--- config.mk ---
export PLATFORM = sky130hd
export DESIGN_NAME = rsa_decrypt
export DESIGN_NICKNAME = d
export VERILOG_FILES = /design/src/rtl/rsa_decrypt.sv
export SDC_FILE = /design/constraint.sdc
export NUM_CORES = 1
export LEC_CHECK = 0
export ABC_AREA = 1
export CAP_MARGIN = 20
export CELL_PAD_IN_SITES_DETAIL_PLACEMENT = 2
export CELL_PAD_IN_SITES_GLOBAL_PLACEMENT = 2
export CORE_MARGIN = 3
export CORE_UTILIZATION = 30
export CTS_CLUSTER_SIZE = 8
export DETAILED_ROUTE_END_ITERATION = 12
export PLACE_DENSITY_LB_ADDON = 0.1
export SLEW_MARGIN = 20
export SYNTH_ARGS = -nofsm -noshare
export SYNTH_HDL_FRONTEND = slang
export SYNTH_SLANG_ARGS = --single-unit
--- constraint.sdc ---
create_clock -name clk -period 4.8 [get_ports clk]
set_clock_uncertainty 0.2 [all_clocks]
set_input_delay 0.96 -clock clk [delete_from_list [all_inputs] [get_ports clk]]
set_output_delay 0.96 -clock clk [all_outputs]
set_load 0.01 [all_outputs]
--- src/rtl/rsa_decrypt.sv ---
// rsa_decrypt: constant-time modular exponentiation M = C^d mod n.
// Right-to-left square-and-multiply. Every exponent bit costs a full MUL
// (W cycles), a full SQR (W cycles) and one NEXT cycle, whatever the
// operand values, so the latency never depends on the data.
//
// Ports
//   clk    : clock, all state updates on the rising edge
//   rst    : synchronous active-high reset
//   start  : request pulse, sampled only while idle
//   C,d,n  : ciphertext, private exponent, modulus (captured on accepted start)
//   M      : plaintext result, held until the next result is produced
//   finish : one-cycle pulse when M and err are valid
//   busy   : high while an operation is in progress
//   err    : operand error (n<2 or C>=n), valid with finish and held like M
module rsa_decrypt #(
  parameter int unsigned W = 16
) (
  input  logic         clk,
  input  logic         rst,
  input  logic         start,
  input  logic [W-1:0] C,
  input  logic [W-1:0] d,
  input  logic [W-1:0] n,
  output logic [W-1:0] M,
  output logic         finish,
  output logic         busy,
  output logic         err
);

  // Two guard bits: 2P and P+a stay below 2n < 2^(W+1) without truncation.
  localparam int unsigned PW = W + 2;
  localparam int unsigned CW = (W > 1) ? $clog2(W) : 1;

  typedef enum logic [2:0] {
    S_IDLE,
    S_INIT,
    S_MUL,
    S_SQR,
    S_NEXT,
    S_DONE
  } state_e;

  state_e        state_q, state_d;
  logic [W-1:0]  c_q, c_d;
  logic [W-1:0]  d_q, d_d;
  logic [W-1:0]  n_q, n_d;
  logic [W-1:0]  r_q, r_d;
  logic [W-1:0]  b_q, b_d;
  logic [W-1:0]  t_q, t_d;
  logic [W-1:0]  p_q, p_d;
  logic [CW-1:0] j_q, j_d;
  logic [CW-1:0] k_q, k_d;
  logic [W-1:0]  m_q, m_d;
  logic          err_q, err_d;
  logic          finish_q, finish_d;
  logic          busy_q, busy_d;

  // Interleaved shift-add modular multiply step, multiplicand is always B.
  logic          mbit;
  logic [PW-1:0] n_ext;
  logic [PW-1:0] p_dbl;
  logic [PW-1:0] p_dbl_r;
  logic [PW-1:0] p_add;
  logic [PW-1:0] p_add_r;

  always_comb begin
    // MUL consumes bits of R (T = R*B), SQR consumes bits of B (B*B).
    mbit    = (state_q == S_MUL) ? r_q[j_q] : b_q[j_q];
    n_ext   = PW'(n_q);
    p_dbl   = PW'({p_q, 1'b0});
    p_dbl_r = (p_dbl >= n_ext) ? (p_dbl - n_ext) : p_dbl;
    p_add   = p_dbl_r + (mbit ? PW'(b_q) : PW'(0));
    p_add_r = (p_add >= n_ext) ? (p_add - n_ext) : p_add;
  end

  // Next-state and datapath update.
  always_comb begin
    state_d  = state_q;
    c_d      = c_q;
    d_d      = d_q;
    n_d      = n_q;
    r_d      = r_q;
    b_d      = b_q;
    t_d      = t_q;
    p_d      = p_q;
    j_d      = j_q;
    k_d      = k_q;
    m_d      = m_q;
    err_d    = err_q;
    finish_d = 1'b0;

    unique case (state_q)
      S_IDLE: begin
        if (start) begin
          c_d     = C;
          d_d     = d;
          n_d     = n;
          err_d   = 1'b0;
          state_d = S_INIT;
        end
      end
      S_INIT: begin
        if ((n_q < W'(2)) || (c_q >= n_q)) begin
          err_d   = 1'b1;
          state_d = S_DONE;
        end else begin
          r_d     = W'(1);
          b_d     = c_q;
          k_d     = '0;
          j_d     = CW'(W - 1);
          p_d     = '0;
          state_d = S_MUL;
        end
      end
      S_MUL: begin
        p_d = W'(p_add_r);
        if (j_q == '0) begin
          t_d     = W'(p_add_r);
          p_d     = '0;
          j_d     = CW'(W - 1);
          state_d = S_SQR;
        end else begin
          j_d = j_q - CW'(1);
        end
      end
      S_SQR: begin
        // B is only overwritten on the last step, so every step sees the old B.
        p_d = W'(p_add_r);
        if (j_q == '0) begin
          b_d     = W'(p_add_r);
          p_d     = '0;
          j_d     = CW'(W - 1);
          state_d = S_NEXT;
        end else begin
          j_d = j_q - CW'(1);
        end
      end
      S_NEXT: begin
        if (d_q[k_q]) begin
          r_d = t_q;
        end
        if (k_q == CW'(W - 1)) begin
          state_d = S_DONE;
        end else begin
          k_d     = k_q + CW'(1);
          state_d = S_MUL;
        end
      end
      S_DONE: begin
        m_d      = err_q ? '0 : r_q;
        finish_d = 1'b1;
        state_d  = S_IDLE;
      end
      default: begin
        state_d = S_IDLE;
      end
    endcase

    busy_d = (state_d != S_IDLE);
  end

  // State and output registers.
  always_ff @(posedge clk) begin
    if (rst) begin
      state_q  <= S_IDLE;
      c_q      <= '0;
      d_q      <= '0;
      n_q      <= '0;
      r_q      <= '0;
      b_q      <= '0;
      t_q      <= '0;
      p_q      <= '0;
      j_q      <= '0;
      k_q      <= '0;
      m_q      <= '0;
      err_q    <= 1'b0;
      finish_q <= 1'b0;
      busy_q   <= 1'b0;
    end else begin
      state_q  <= state_d;
      c_q      <= c_d;
      d_q      <= d_d;
      n_q      <= n_d;
      r_q      <= r_d;
      b_q      <= b_d;
      t_q      <= t_d;
      p_q      <= p_d;
      j_q      <= j_d;
      k_q      <= k_d;
      m_q      <= m_d;
      err_q    <= err_d;
      finish_q <= finish_d;
      busy_q   <= busy_d;
    end
  end

  assign M      = m_q;
  assign finish = finish_q;
  assign busy   = busy_q;
  assign err    = err_q;

endmodule

==> flow_summary.yaml <==
sta:
  finalSetupViolCount: 48
  layout_setup_ws_ps: -1022
  fin_setup_tns_ps: -45200
  hold_viol_final: 0
  slew-limit-headroom_pct: 14.07
  max_freq_ghz: 0.1718
  rsz0062_at_grt: "yes"
  tightest_slew_ps: 1288
  min_period_ps: 5822
  fin_crit_sh_pct: 121.3
  slew_violations: 0
floorplan:
  die_x_um: 183.3
  core-area_sq_um: 30750
  io_pins: 70
  fp.dieArea_sq_um: 33600
  rows: 64
  die_height_um: 183.3
  start_util_pct: 30.67
clock_network:
  htreeDepth: 4
  cts_tree: "yes"
  clock-sinks: 142
  clk_path_buf_depth: 2
  clkSlewWorstSetupHoldPaths_ps: 80
  worst_skew_pair.late_latency_ps: 450
  cts-root-buf: "clkbuf_16"
  cts_made_buffers: 17
  hold_buffers: 0
synthesis:
  syn_avg_cell_area_sq_um: 6.609
  synth_area_leaders: "dfxtp_1 30%, nand2_1 12%, a21oi_1 9.1%"
  synth_common_cells: "310 x nand2_1, 171 x a21oi_1, 169 x inv_1, 145 x nor2_1, 142 x dfxtp_1"
  syn_nets: 1547
  synth_edf_count: 0
  async_flop_share_pct: 0
  synthCells: 1427
  synth_most_common_cell: "nand2_1"
  ys_seq_area_share_pct: 30.14
  synthFlopType: "dfxtp_1"
  yosysTopAreaCell: "dfxtp_1"
  syn_area_sq_um: 9432
  synth_cell_types: 44
  ys_ff_latch: 142
  synth_top_area_share_pct: 30.14
  yosys_warnings: 0
setup_path:
  slowest_delay_ps: 410
  cpMaxStageDelayCell: "dfxtp_1"
  critical_path_required_ps: 4970
  crit_path_end_kind: "register"
  cp.buffers_inverters: 8
  path_max_fanout: 6
  crit_top_cell: "nand2_2"
  startpoint_type: "register"
  arrival_ps: 5990
  path_delay_family: "simple AND/OR/NAND/NOR gates"
  worstSetupPathType: "reg -> reg"
finish:
  utilization_pct: 48.84
  antenna_cells: 0
  nets: 1885
  layout.cells.non_filler: 2174
  areaGrowthSynthToFinish_pct: 59.22
  layout-drive-gt1-share_pct: 38.02
global_route:
  grt_max_degree: 68
  grt_pass1_wl_um: 75720
  grt_pass1_vias: 12838
  antenna_found_initial: 1
  grtUsageTotal_pct: 29.57
  grt_overflow: 0
drt:
  first_pass_iters: 5
  drt_wl_total_um: 60040
  via_per_inst: 5.455
  drt-initial-drc-count: 661
  route.detailed.drc: 0
  drt-wirelength-per-cell_um: 27.62
  routed-via-count: 11860
  ant_nets: 0
status:
  status: "complete, but fails checks"
  violations: "setup timing"
place:
  post-place-ws_ps: -991.9
  dpl.cell_count: 2087
  gp_congestion: 0.8989
  port_buffers: 69
  dp.final_hpwl_um: 33810
run:
  drv_cap: 0
min_path:
  hold_path.class: "reg -> reg"
## timing repair
item / CTS / global route
resized for setup: 172 / 212
endpoints found under the setup margin: 48 / 48
cloned: 2 / 2
buffers inserted: 27 / 25
pin swaps: 59 / 88
## path summary, 6_finish.rpt
path,to,slack (ps),cells past startpoint,start
max reg2reg,b_q[2],-1020,37,p_q[7]
min,M[4],270,2,M[4]
min reg2reg,M[4],270,2,M[4]
max,b_q[2],-1020,37,p_q[7]
## stage by stage
stage	hold slack (ps)	area [sq um]
floorplan	238.5	9614
global placement	252.7	12440
detailed placement	263.0	12440
CTS	272.7	13860
global route	302.0	15020
finish	267.9	15020
## routing by layer
metal	share of wire [%]	GRT usage, %	wire (um)
met5	0.030	0	18
met4	8.5	18.40	5091
met3	4.6	4.304	2781
met2	50	53.59	30010
met1	37	32.48	22130
## placed cells by master, fill, tap and decap left out, drive strengths merged, types with 2 or more instances in the layout
master	netlist	final
xor2	22	22
ha	66	66
clkdlybuf4s50	0	68
nor3	11	11
or2	3	3
nand4	9	9
clkinv	4	8
fa	3	3
buf	9	299
nand3	95	95
a21boi	2	2
o211ai	6	6
nand2	341	342
a21o	2	2
clkinvlp	0	3
o31ai	10	10
a31oi	3	3
nor4	4	4
inv	178	182
a211oi	2	2
dfxtp	142	142
o21ai	117	117
xnor2	19	19
bufinv	0	3
nor2	151	151
a21oi	175	175
clkbuf	42	20
o21bai	7	7
## state kept, by name, indices dropped and copies added, names as in the netlist
name and cells:
k_q 4, err 1, finish 1, state_q 3, c_q 16, b_q 16
j_q 4, d_q 16, r_q 16, p_q 16, busy 1, M 16
t_q 16, n_q 16
## cells by family after synthesis
group,Yosys count,synth area share (%)
simple gates,616,28.71
flops,142,30.14
xor+xnor,41,3.807
compound gates,326,18.33
fa+ha+maj,69,9.392
buf+inv,233,9.618
## worst reg2reg max path: cells and delay by family (launching register included)
kind                     cells  cell delay, ps
flip-flops                   1             410
adder cells (fa/ha/maj)      3            1010
AND/OR/NAND/NOR             20            2050
XOR/XNOR                     1             290
AO/OA/AOI/OAI                5             830
buffers and inverters        8             920
## final cells by class
class / instances / area, sq um
repair buffers: 368 / 3108
clock buffers: 19 / 442.9
repair inverters: 1 / 8.758
fillers: 3412 / 15730
well taps: 396 / 495.5
inverters: 182 / 709.4
multi-input cells: 1053 / 7203
flip-flops and latches: 142 / 2873
clock inverters: 13 / 176.4
Power is not shown: default switching activity piles up to over one toggle a cycle in this logic, so the estimate is an artifact.
